===== src/rtl/bram_port_arbiter.sv =====
// rtl/bram_port_arbiter.sv - round-robin two-master arbiter for one block-RAM wrapper port
module bram_port_arbiter #(
    parameter int ADDR_WIDTH = 14,
    parameter int TIMEOUT    = 255
) (
    input  logic                  clk,
    input  logic                  rst_n,
    input  logic                  m0_re,
    input  logic [3:0]            m0_we,
    input  logic [ADDR_WIDTH-1:0] m0_addr,
    input  logic [31:0]           m0_din,
    output logic [31:0]           m0_dout,
    output logic                  m0_dready,
    input  logic                  m1_re,
    input  logic [3:0]            m1_we,
    input  logic [ADDR_WIDTH-1:0] m1_addr,
    input  logic [31:0]           m1_din,
    output logic [31:0]           m1_dout,
    output logic                  m1_dready,
    output logic                  s_re,
    output logic [3:0]            s_we,
    output logic [ADDR_WIDTH-1:0] s_addr,
    output logic [31:0]           s_din,
    input  logic [31:0]           s_dout,
    input  logic                  s_dready,
    output logic                  timeout_err,
    output logic [1:0]            grant
);

    localparam logic [1:0] S_IDLE  = 2'd0;
    localparam logic [1:0] S_BUSY0 = 2'd1;
    localparam logic [1:0] S_BUSY1 = 2'd2;

    localparam int              CNT_W    = (TIMEOUT > 255) ? $clog2(TIMEOUT + 1) : 8;
    localparam logic [CNT_W-1:0] CNT_LAST = CNT_W'(TIMEOUT - 1);
    localparam logic            WDOG_EN  = (TIMEOUT != 0);

    logic [1:0]       state_q, state_d;
    logic             last_q, last_d;
    logic [CNT_W-1:0] cnt_q, cnt_d;
    logic             err_q, err_d;
    logic [1:0]       grant_q, grant_d;

    logic req0, req1, own_req, stall;

    assign req0    = m0_re | (|m0_we);
    assign req1    = m1_re | (|m1_we);
    assign own_req = (state_q == S_BUSY1) ? req1 : req0;
    assign stall   = own_req & ~s_dready;

    always_comb begin
        state_d = state_q;
        last_d  = last_q;
        cnt_d   = cnt_q;
        err_d   = err_q;
        case (state_q)
            S_IDLE: begin
                cnt_d = '0;
                // last_q == 1 means m1 was served last, so m0 wins a tie
                if (req0 && (!req1 || last_q)) begin
                    state_d = S_BUSY0;
                end else if (req1) begin
                    state_d = S_BUSY1;
                end
            end
            S_BUSY0, S_BUSY1: begin
                if (WDOG_EN && stall && (cnt_q == CNT_LAST)) begin
                    err_d   = 1'b1;
                    state_d = S_IDLE;
                    last_d  = (state_q == S_BUSY1);
                end else if (!own_req && !s_dready) begin
                    state_d = S_IDLE;
                    last_d  = (state_q == S_BUSY1);
                end else if (WDOG_EN && stall) begin
                    cnt_d = cnt_q + CNT_W'(1);
                end
            end
            default: state_d = S_IDLE;
        endcase
        grant_d = {state_d == S_BUSY1, state_d == S_BUSY0};
    end

    always_ff @(posedge clk or negedge rst_n) begin
        if (!rst_n) begin
            state_q <= S_IDLE;
            last_q  <= 1'b1;
            cnt_q   <= '0;
            err_q   <= 1'b0;
            grant_q <= 2'b00;
        end else begin
            state_q <= state_d;
            last_q  <= last_d;
            cnt_q   <= cnt_d;
            err_q   <= err_d;
            grant_q <= grant_d;
        end
    end

    // Slave-side signals are decoded from state so reset silences them at once
    always_comb begin
        s_re      = 1'b0;
        s_we      = 4'h0;
        s_addr    = '0;
        s_din     = 32'h0;
        m0_dready = 1'b0;
        m1_dready = 1'b0;
        case (state_q)
            S_BUSY0: begin
                s_re      = m0_re;
                s_we      = m0_we;
                s_addr    = m0_addr;
                s_din     = m0_din;
                m0_dready = s_dready;
            end
            S_BUSY1: begin
                s_re      = m1_re;
                s_we      = m1_we;
                s_addr    = m1_addr;
                s_din     = m1_din;
                m1_dready = s_dready;
            end
            default: ;
        endcase
    end

    assign m0_dout     = s_dout;
    assign m1_dout     = s_dout;
    assign timeout_err = err_q;
    assign grant       = grant_q;

endmodule


===== config.mk =====
export PLATFORM = sky130hd
export DESIGN_NAME = bram_port_arbiter
export DESIGN_NICKNAME = d
export VERILOG_FILES = /design/src/rtl/bram_port_arbiter.sv
export SDC_FILE = /design/constraint.sdc
export NUM_CORES = 1
export LEC_CHECK = 0
export ABC_AREA = 1
export CAP_MARGIN = 30
export CORE_AREA = 2 2 99 101
export DETAILED_ROUTE_END_ITERATION = 12
export DIE_AREA = 0 0 101 103
export GPL_TIMING_DRIVEN = 0
export PLACE_DENSITY = 0.78
export RECOVER_POWER = 50
export SETUP_SLACK_MARGIN = 0.05
export SYNTH_ARGS = -nofsm -noshare
export SYNTH_HDL_FRONTEND = slang
export SYNTH_SLANG_ARGS = --single-unit

===== constraint.sdc =====
create_clock -name clk -period 1.9 [get_ports clk]
set_input_delay 0.19 -clock clk [delete_from_list [all_inputs] [get_ports clk]]
set_output_delay 0.19 -clock clk [all_outputs]
set_load 0.005 [all_outputs]

# Word level (Yosys, flattened, before mapping)
# Index checks and enable logic that the tools add are counted.
# Widths: inputs -> output; s select.
[totals]
in_bits = 137
out_inout_bits = 120
ff_bits = 14
wordCells = 52
[classes]
eq_ne = 8
n_reduce_logical = 16
n_bitwise = 4
muxes = 18
add_sub_neg = 1
[op_table]
columns = ["cell", "count"]
rows = [
  ["$pmux 32 s2", 1],
  ["$pmux 14 s2", 1],
  ["$mux 8", 3],
  ["$pmux 8 s2", 1],
  ["$add 8x1->8 const B", 1],
  ["$eq 8x8->1 const B", 1],
  ["$mux 2", 4],
  ["$pmux 4 s2", 1],
  ["$reduce_or 4->1", 2],
  ["$ne 2x2->1 const B", 3],
  ["$mux 1", 5],
  ["$eq 2x1->1 const B", 2],
  ["$eq 2x2->1 const B", 2],
  ["$pmux 2 s2", 1],
  ["$reduce_and 2->1", 2],
  ["$reduce_and 4->1", 1],
  ["$reduce_bool 2->1", 2],
  ["$logic_and 1x1->1", 3],
  ["$logic_not 1->1", 3],
  ["$logic_not 2->1", 1],
  ["$or 1x1->1", 2],
  ["$pmux 1 s2", 1],
  ["$reduce_or 2->1", 1],
  ["$and 1x1->1", 1],
  ["2 further kinds", 2],
]

# Depth between registers and ports, before layout
# Gate-level depths: netlist (run 1).
[logic_depth]
ltp_word = 9
ltp_mapped = 11
mapped_depth_nobuf = 11

# Worst setup path after synthesis (run 1)
# No wires, ideal clock.
[synth_path]
path_type = "flip-flop to flip-flop"
startpoint = "register state_q[0]"
endpoint = "register cnt_q[4]"
period_less_slack_ns = 1.482
n_path_buf = 1
t_required_ns = 1.777
t_arrival_ns = 1.359
slack_ns = 0.418
path_stages_with_launch = 12
path_cell_list = "dfrtp_1 -> inv_1 -> ha_1 -> buf_2 -> inv_1 -> nand2_1 -> nand2_1 -> nand3_4 -> nand2_4 -> inv_4 -> nand2_1 -> o21ai_1"
[synth_between]
elab_chain_cells = 6
elab_cells_between_ends = 15
classes_between = "5 x eq/ne; 2 x mux; 1 x bitwise; 7 x reduce/logical"
[synth_lines]
columns = ["element", "line_no", "rtl"]
rows = [
  ["start, declared", "38", "logic [1:0] state_q, state_d;"],
  ["start signal, assigned", "91", "state_q <= state_d;"],
  ["$eq 2x2->1", "48, 56", ""],
  ["$mux 1", "48", "assign own_req = (state_q == S_BUSY1) ? req1 : req0;"],
  ["$and 1x1->1 or $logic_not 1->1 (tied branches)", "49, 71", ""],
  ["$logic_and 1x1->1, on equally long branches", "67, 71", ""],
  ["$ne 2x2->1 (no line)", "-", ""],
  ["$reduce_and 4->1 (no line)", "-", ""],
  ["end signal, assigned", "93", "cnt_q <= cnt_d;"],
  ["end, declared", "40", "logic [CNT_W-1:0] cnt_q, cnt_d;"],
]
# Parallel ways exist; a longest one is shown, timed or not.
# A chain may end at the register's enable or synchronous reset.

# Worst setup path in the final report (run 1)
[layout_path]
startpoint = "register state_q[1]"
endpoint = "output s_addr[4]"
[layout_between]
elab_chain_cells = 2
elab_cells_between_ends = 3
classes_between = "2 x eq/ne; 1 x mux"
[layout_lines]
columns = ["element", "line_no", "rtl"]
rows = [
  ["$eq 2x2->1 or $eq 2x1->1 (tied branches)", "107", "case (state_q)"],
  ["$pmux 14 s2 (*)", "107", ""],
  ["end, declared", "22", "output logic [ADDR_WIDTH-1:0] s_addr,"],
]
# Every way passes the cells marked *; elsewhere a longest branch is shown, timed or not.

==> results of run 1 <==
[Yosys cell counts, drive strengths merged]
master	instances	area, µm²
nor3	1	5.00
o22ai	2	12.5
dfstp	1	26.3
o21ai	8	40.0
nand3	7	57.6
xor2	3	26.3
nor2	13	63.8
nand2	135	517
ha	6	75.1
inv	20	77.6
o211ai	1	7.51
xnor2	2	17.5
a21oi	51	255
buf	74	521
nand4	3	18.8
clkbuf	7	26.3
a21o	1	7.51
dfrtp	13	325
[cell type report]
class | instances | area share (%)
tap | 114 | 2.85
inverter | 20 | 1.70
timing repair buffer | 250 | 45.7
buffer | 81 | 15.7
clock buffer | 4 | 1.10
sequential | 14 | 7.02
multi-input combinational | 233 | 26.0
[registers in the layout, indices dropped and copies added, names as in the netlist]
| name | flops |
|---|---|
| cnt_q | 8 |
| grant | 2 |
| timeout_err | 1 |
| state_q | 2 |
| last_q | 1 |
[what timing repair did]
item / in CTS / in global routing
gates resized for setup: 242 / 82
pin swaps: 3 / 12
setup endpoints to repair: 53 / 61
buffers inserted: 18 / 6
cloned: 1 / 1
endpoints found under the hold margin: 0 / 0
[through the flow]
step / total power [mW] / std cells / TNS, ns
3_3_place_gp: 3.52 / 686 / -18.67
3_5_place_dp: 3.58 / 686 / -21.34
5_1_grt: 5.32 / 716 / -1.43
2_1_floorplan: 1.82 / 348 / 0
6_report: 4.97 / 716 / -0.114
4_1_cts: 4.53 / 709 / -1.20
[logic make-up after synthesis]
kind of cell / count (synthesis) / synth area share (%)
adder cells (fa/ha/maj): 6 / 3.61
XOR/XNOR: 5 / 2.11
AND/OR/NAND/NOR: 159 / 31.8
flip-flops: 14 / 16.9
AO/OA/AOI/OAI: 63 / 15.5
buffers and inverters: 101 / 30.0
[critical path, cell delays in order, from the launching register on]
cell	delay, ns
dfrtp_1	0.40
buf_4	0.15
ha_1	0.18
buf_6	0.15
clkbuf_16	0.15
buf_4	0.14
nand2_1	0.08
a21oi_2	0.05
clkdlybuf4s15_2	0.20
[per-layer routing]
metal | up-vias | global-route usage (%)
li1 | 1539 | -
met1 | 1461 | 22.3
met2 | 126 | 32.8
met3 | 15 | 5.15
met4 | 0 | 3.74
met5 | - | 0
[power by group through the flow]
stage / clock network, mW / logic, mW / registers (mW)
global placement: 0 / 3.08 / 0.449
floorplan: 0 / 1.38 / 0.444
global route: 0.306 / 4.56 / 0.455
detailed placement: 0 / 3.13 / 0.455
CTS: 0.293 / 3.79 / 0.446
finish: 0.286 / 4.24 / 0.448
[how the worst max path moves through the flow]
stage	end	slack (ns)	depth (start not counted)
2_1_floorplan	cnt_q[4]	0.42	11
3_3_place_gp	s_re	-0.59	7
3_5_place_dp	s_re	-0.65	7
4_1_cts	m1_dready	-0.11	7
5_1_grt	s_addr[4]	-0.10	8
6_report	s_addr[4]	-0.02	8
==> flow_summary_export.csv, run 1 <==
group,metric,value,unit
route,drt-total-wl,11300,µm
floorplanning,rows,36,
sta,setup_violations,8,
route,vias_per_cell,4.39,
route,wl_met2,5770,µm
route,firstDrtPassIters,4,
power,p_seq_share,9.0,%
power,vdd_drop_max,664,µV
global_route,grt_pass1_vias,2899,
route,routed.top_layer,"met4",
global_route,overflow,0,
finish,regArea,352,µm²
min_path,hp-class,"in -> async",
finish,multiInputGateArea,1300,µm²
clock_tree,cts_root_buf,"clkbuf_8",
finish,fillers,888,
placement,dp_slack,-0.646,ns
route,avgRoutedWirePerCell,15.8,µm
power,clock_power_share,5.8,%
outcome,status,"finished with violations",
finish,post-route-util,52.9,%
finish,diodes,0,
route,vias,3141,
placement,finalWeightedCongestion,0.919,
clock_tree,htreeDepth,1,
clock_tree,clock_path_buffers,2,
sta,fmax,0.520,GHz
sta,timing.slew.headroom,58.4,%
worst_setup_path,crit_type,"reg -> out",
worst_setup_path,cp-startpoint,"state_q[1]",
clock_tree,clkLatencyLatePin,0.24,ns
finish,area_growth,141,%
finish,layout.nets,746,
synth,postSynthCellCount,348,
outcome,failed_checks,"negative setup slack",
placement,post_dp_cell_area,4460,µm²
floorplanning,io_pins,257,
flow_run,drv_cap,0,
route,met1_length,4390,µm
clock_tree,cts_inserted_buffers,3,
power,p_comb_share,85.2,%
clock_tree,cts.reportedPaths.clkPinSlew,0.05,ns
sta,fin_ws,-0.0240,ns
sta,finalCriticalPeriod,1.92,ns
worst_setup_path,worstSetupEndpointType,"output port",
worst_setup_path,worstReg2RegEnd,"cnt_q[1]",
synth,synth.distinct_cells,29,
sta,fin_skew,0.00131,ns
power,p_leak,2.28,nW
finish,final_cell_mix,"clkdlybuf4s50_1, nand2_1, buf_4",
worst_setup_path,start_kind,"register",
sta,hold_slack,0.402,ns
synth,yosysSeqAreaShare,16.9,%
global_route,grt_max_degree,15,
route,wl_met3,898,µm
synth,syn_nets,491,
synth,synth_warnings,0,
floorplanning,core_area,9460,µm²
power,sw_frac_of_total,44.0,%
floorplanning,start_util,22.0,%
worst_setup_path,crit_required,1.71,ns
clock_tree,cts_tree,"yes",
route,ant_nets,0,
worst_setup_path,worst-path-max-fanout,7,
sta,hold_violations,0,
global_route,grt_usage,18.4,%
power,internal_power,2.79,mW
sta,fin_crit_sh,101,%
clock_tree,cts.sinks,14,
synth,synth.avg_cell_area,5.98,µm²
finish,design_area,5000,µm²
global_route,antenna_found_initial,0,
placement,dp_hpwl,8560,µm
global_route,grt_pass1_wl,15000,µm
finish,drive_gt1_share,37.5,%
route,drc_errors,0,
worst_setup_path,regToRegStartpoint,"state_q[1]",
worst_setup_path,ff2ff_path_depth,12,
sta,rsz0062_at_grt,"yes",
synth,ys_ff_latch,14,
floorplanning,dieArea,10400,µm²
clock_tree,postCtsHoldBufs,0,
placement,port_buffers,224,
floorplanning,die_h,103,µm
power,power_density,993,nW/µm²
power,netSwitchingPower,2.19,mW
synth,synth_area,2080,µm²
worst_setup_path,ff2ff_setup_slack,0.15,ns
finish,layout_commonest_cell,"clkdlybuf4s50_1",
sta,slew_viol_final,0,
worst_setup_path,critPathArrivalTime,1.73,ns
sta,tightest_slew,0.622,ns
floorplanning,die_x,101,µm
route,drtIter0Drc,83,
(Power assumes the default switching activity.)
==> run 2: changes to the inputs <==
--- a/config.mk
+++ b/config.mk
@@ -14,6 +14,7 @@
 export PLACE_DENSITY = 0.78
 export RECOVER_POWER = 50
 export SETUP_SLACK_MARGIN = 0.05
+export SKIP_LAST_GASP = 1
 export SYNTH_ARGS = -nofsm -noshare
 export SYNTH_HDL_FRONTEND = slang
 export SYNTH_SLANG_ARGS = --single-unit
==> run 2 against run 1 <==
- the run now ends clean
- largest power group unchanged
- critical path depth is the same
- first-iteration DRC count decreased by 13%
- maximum frequency up 2.5%
- sequential share of layout area shrank 0.10 points
- clock power about the same
- worst setup slack gained 0.046 ns
- largest cell class unchanged
- final cell count shrank 0.56%
- sequential power barely moved
- worst hold slack about the same
- non-clock buffer count shrank 4
- register-to-register slack better by 0.03 ns
==> flow_summary_export.csv, run 2 (same netlist as run 1, synthesis figures left out) <==
group,metric,value,unit
outcome,status,"completed",
clock_tree,htreeDepth,1,
power,p_leak,2.34,nW
placement,post-place-cells,686,
route,met1_length,4300,µm
global_route,grt_max_degree,15,
sta,fmax,0.532,GHz
clock_tree,cts_inserted_buffers,3,
worst_setup_path,crit_chain,"inv_2, ha_4, buf_12, buf_4, buf_8, nand2_1, a21oi_2, clkdlybuf4s15_2",
route,firstDrtPassIters,6,
finish,layout.nets,742,
sta,fin_crit_sh,98.8,%
global_route,grt_pass1_wl,15000,µm
clock_tree,clock_path_buffers,2,
placement,finalWeightedCongestion,0.919,
global_route,grt_usage,18.3,%
global_route,grt_pass1_vias,2913,
floorplanning,dieArea,10400,µm²
worst_setup_path,critPathArrivalTime,1.69,ns
worst_setup_path,worstReg2RegEnd,"grant[0]",
finish,layout_commonest_cell,"clkdlybuf4s50_1",
worst_setup_path,slowest_delay,0.42,ns
sta,slew_viol_final,0,
floorplanning,core_area,9460,µm²
finish,final_cell_mix,"clkdlybuf4s50_1, nand2_1, buf_4",
floorplanning,io_pins,257,
min_path,hp-class,"in -> async",
worst_setup_path,start_kind,"register",
clock_tree,clkLatencyLatePin,0.24,ns
worst_setup_path,worstSetupEndpointType,"output port",
global_route,antenna_found_initial,0,
route,ant_nets,0,
clock_tree,cts.reportedPaths.clkPinSlew,0.06,ns
power,power_density,989,nW/µm²
route,wl_met3,1010,µm
flow_run,drv_cap,0,
placement,port_buffers,224,
finish,diodes,0,
finish,area_growth,144,%
power,clock_power_share,5.7,%
finish,largest_register_ff_count,8,
floorplanning,start_util,22.0,%
worst_setup_path,critPathSlowestCell,"dfrtp_1",
finish,top_register,"cnt_q",
power,vdd_drop_max,658,µV
route,drtIter0Drc,72,
sta,hold_violations,0,
route,wl_met2,5620,µm
route,avgRoutedWirePerCell,15.7,µm
sta,finalCriticalPeriod,1.88,ns
worst_setup_path,worst-path-max-fanout,8,
power,fin_total_pwr,5.02,mW
sta,fin_skew,0.00208,ns
power,sw_frac_of_total,45.5,%
sta,tightest_slew,0.620,ns
worst_setup_path,crit_type,"reg -> out",
placement,dp_hpwl,8560,µm
clock_tree,cts.sinks,14,
power,p_comb_share,85.4,%
route,vias_per_cell,4.38,
global_route,overflow,0,
floorplanning,die_h,103,µm
sta,timing.slew.headroom,58.5,%
floorplanning,rows,36,
finish,post-route-util,53.7,%
clock_tree,postCtsHoldBufs,0,
worst_setup_path,ff2ff_setup_slack,0.18,ns
route,drt-total-wl,11200,µm
worst_setup_path,ff2ff_path_depth,12,
power,p_seq_share,8.9,%
sta,setup_violations,0,
power,internal_power,2.74,mW
route,vias,3118,
worst_setup_path,crit_required,1.71,ns
finish,drive_gt1_share,39.5,%
clock_tree,cts_root_buf,"clkbuf_8",
power,netSwitchingPower,2.28,mW
finish,stdcell_count,712,
route,drc_errors,0,
sta,rsz0062_at_grt,"yes",
clock_tree,cts_tree,"yes",
floorplanning,die_x,101,µm
route,routed.top_layer,"met4",
worst_setup_path,regToRegStartpoint,"state_q[1]",
## run 2: changes by cell type in the layout (fill, tap and decap cells not counted), sizes merged
cell,delta
dlygate4sd3,+11
clkbuf,+8
clkdlybuf4s50,-11
buf,-6
clkdlybuf4s15,-6
## run 2: cell type report
type,instances,area (µm²)
buffer,78,713
clock buffer,4,55.1
fill,876,4380
inverter,20,82.6
multi-input combinational,233,1440
sequential,14,352
tap,114,143
timing repair buffer,249,2300
## run 2: routing by layer
metal | track usage [%] | up-vias
met5 | 0 | -
met4 | 3.74 | 0
met3 | 5.08 | 19
met2 | 32.7 | 129
met1 | 22.2 | 1436
li1 | - | 1534
## run 2: power by group through the flow
stage | registers [mW] | clock network (mW) | logic, mW
3_5_place_dp | 0.455 | 0 | 3.13
5_1_grt | 0.454 | 0.306 | 4.62
3_3_place_gp | 0.449 | 0 | 3.08
6_report | 0.448 | 0.286 | 4.29
4_1_cts | 0.446 | 0.293 | 3.78
2_1_floorplan | 0.444 | 0 | 1.38
## run 2: what timing repair did
action	CTS	global route
pin swaps	3	36
buffers inserted	18	5
setup endpoints to repair	53	62
cloned	1	1
gates resized for setup	220	141
## run 2: through the flow
step	setup TNS (ns)	hold WS, ns	instance area, µm²	worst slack (ns)
2_1_floorplan	0	-0.106	2080	0.418
3_3_place_gp	-18.67	0.440	4460	-0.592
3_5_place_dp	-21.34	0.447	4460	-0.646
4_1_cts	-1.43	0.354	4900	-0.107
5_1_grt	-0.251	0.452	5080	-0.0759
6_report	0	0.402	5080	0.0221
## run 2: worst max-delay path: cells and delay by family (launching register included)
family                     cells  cell delay, ns
AOI/OAI and AO/OA              1            0.13
adders and majority gates      1            0.14
buffers and inverters          5            0.67
DFF                            1            0.42
and+or+nand+nor                1            0.07
## run 2: worst max-delay path by stage
stage	to	cells after the start	from
finish	s_din[25]	8	state_q[0]
detailed placement	s_re	7	state_q[0]
global route	s_din[25]	8	state_q[0]
global placement	s_re	7	state_q[0]
floorplan	cnt_q[4]	11	state_q[0]
CTS	m1_dready	7	state_q[0]
==> run 3: changes to the inputs <==
--- a/config.mk
+++ b/config.mk
@@ -11,9 +11,10 @@
 export DETAILED_ROUTE_END_ITERATION = 12
 export DIE_AREA = 0 0 101 103
 export GPL_TIMING_DRIVEN = 0
-export PLACE_DENSITY = 0.78
+export PLACE_DENSITY = 0.71
 export RECOVER_POWER = 50
 export SETUP_SLACK_MARGIN = 0.05
+export SKIP_CTS_REPAIR_TIMING = 1
 export SKIP_LAST_GASP = 1
 export SYNTH_ARGS = -nofsm -noshare
 export SYNTH_HDL_FRONTEND = slang
==> run 3 against run 2 <==
- the run now ends with negative setup slack left
- clock skew down 0.0015 ns
- sequential power up 2%
- combinational power down 22%
- largest power group unchanged
- worst hold slack better by 0.0011 ns
==> flow_summary_export.csv, run 3 (same netlist as run 1, synthesis figures left out) <==
group,metric,value,unit
placement,dp_hpwl,8850,µm
route,drt-total-wl,10400,µm
route,firstDrtPassIters,4,
sta,tightest_slew,0.624,ns
finish,drive_gt1_share,22.9,%
finish,final_cell_mix,"nand2_1, clkdlybuf4s50_1, buf_4",
floorplanning,start_util,22.0,%
route,avgRoutedWirePerCell,14.9,µm
sta,hold_violations,0,
route,ant_nets,0,
route,drtIter0Drc,75,
worst_setup_path,slowest_delay,0.52,ns
min_path,hp-class,"in -> async",
global_route,grt_max_degree,15,
clock_tree,htreeDepth,1,
power,vdd_drop_max,644,µV
finish,layout_commonest_cell,"nand2_1",
finish,top_register,"cnt_q",
sta,fin_ws,-0.254,ns
placement,finalWeightedCongestion,0.858,
sta,timing.slew.headroom,58.3,%
clock_tree,cts_tree,"yes",
floorplanning,io_pins,257,
clock_tree,clock_path_buffers,2,
placement,dp_slack,-0.474,ns
worst_setup_path,worstSetupEndpointType,"output port",
floorplanning,dieArea,10400,µm²
clock_tree,cts.reportedPaths.clkPinSlew,0.05,ns
worst_setup_path,cp-startpoint,"state_q[1]",
floorplanning,rows,36,
finish,post-route-util,50.5,%
sta,fin_skew,0.000634,ns
route,vias_per_cell,4.27,
floorplanning,die_h,103,µm
worst_setup_path,start_kind,"register",
clock_tree,cts_root_buf,"clkbuf_8",
finish,largest_register_ff_count,8,
global_route,grt_usage,16.8,%
clock_tree,clkLatencyLatePin,0.24,ns
clock_tree,cts_inserted_buffers,3,
global_route,antenna_found_initial,0,
global_route,grt_pass1_vias,2582,
outcome,status,"finished with violations",
route,drc_errors,0,
sta,finalCriticalPeriod,2.15,ns
sta,slew_viol_final,0,
flow_run,drv_cap,0,
global_route,overflow,0,
placement,port_buffers,224,
worst_setup_path,regToRegStartpoint,"state_q[0]",
finish,area_growth,130,%
sta,fin_crit_sh,113,%
outcome,failed_checks,"negative setup slack",
worst_setup_path,worst-path-max-fanout,10,
worst_setup_path,crit_chain,"inv_2, ha_4, inv_4, buf_4, a21oi_1, clkdlybuf4s50_1",
worst_setup_path,crit_type,"reg -> out",
sta,fmax,0.464,GHz
worst_setup_path,critPathSlowestCell,"clkdlybuf4s50_1",
worst_setup_path,crit_required,1.71,ns
sta,rsz0062_at_grt,"yes",
worst_setup_path,critPathArrivalTime,1.96,ns
sta,setup_violations,12,
power,p_leak,2.52,nW
finish,diodes,0,
power,power_density,848,nW/µm²
finish,layout.nets,725,
route,vias,2970,
global_route,grt_pass1_wl,13600,µm
floorplanning,die_x,101,µm
floorplanning,core_area,9460,µm²
clock_tree,cts.sinks,14,
==> run 3: cell count changes in the layout (fill, tap and decap cells not counted), moves of 6 or more <==
cell | previous run | this run
buf_2 | 35 | 0
clkdlybuf4s50_1 | 117 | 131
nand2_4 | 17 | 1
a21oi_1 | 14 | 37
nand2_1 | 110 | 132
a21oi_2 | 33 | 13
nand2_2 | 8 | 2
dlymetal6s2s_1 | 2 | 31
==> run 3: final timing paths <==
path / end / slack (ns) / cells after the start
max in group asynchronous: cnt_q[5] / 1.09 / 1
setup / recovery: s_din[4] / -0.25 / 6
hold reg to reg: timeout_err / 0.47 / 1
hold / removal: cnt_q[0] / 0.40 / 1
min in group clk: timeout_err / 0.47 / 1
setup reg to reg: cnt_q[1] / 0.19 / 12
==> run 3: worst max-delay path: cells and delay by family (launching register included) <==
family,cells,cell delay [ns]
buf+inv,4,0.86
flops,1,0.42
fa+ha+maj,1,0.30
compound gates,1,0.14
==> run 3: layout make-up <==
type,count,area (µm²)
buffer,81,687
clock buffer,4,45.0
fill,917,4680
inverter,20,80.1
multi-input combinational,233,1180
sequential,14,352
tap,114,143
timing repair buffer,229,2290
==> run 3: per-layer routing <==
layer | up-vias | global-route usage [%] | share of wire [%]
li1 | 1496 | - | -
met1 | 1339 | 20.0 | 39
met2 | 125 | 28.7 | 49
met3 | 10 | 7.53 | 11
met4 | 0 | 2.29 | 1.2
met5 | - | 0 | 0
==> run 3: report_power, final <==
part	leakage (nW)	total [mW]	switching [mW]	internal, mW
clock	0.0228	0.246	0.0980	0.148
combinational	2.32	3.35	1.61	1.74
sequential	0.185	0.455	0.0702	0.385
==> run 3: metrics by stage <==
step                      cell area [µm²]  instances  total power, mW  hold WS (ns)  setup TNS (ns)
after floorplan                      2080        348             1.82        -0.106               0
after global placement               4460        686             3.46         0.445          -16.31
after detailed placement             4460        686             3.52         0.459          -17.36
after CTS                            4510        690             3.79         0.349          -31.58
after global routing                 4780        695             4.37         0.440           -3.72
final                                4780        695             4.05         0.403           -2.03
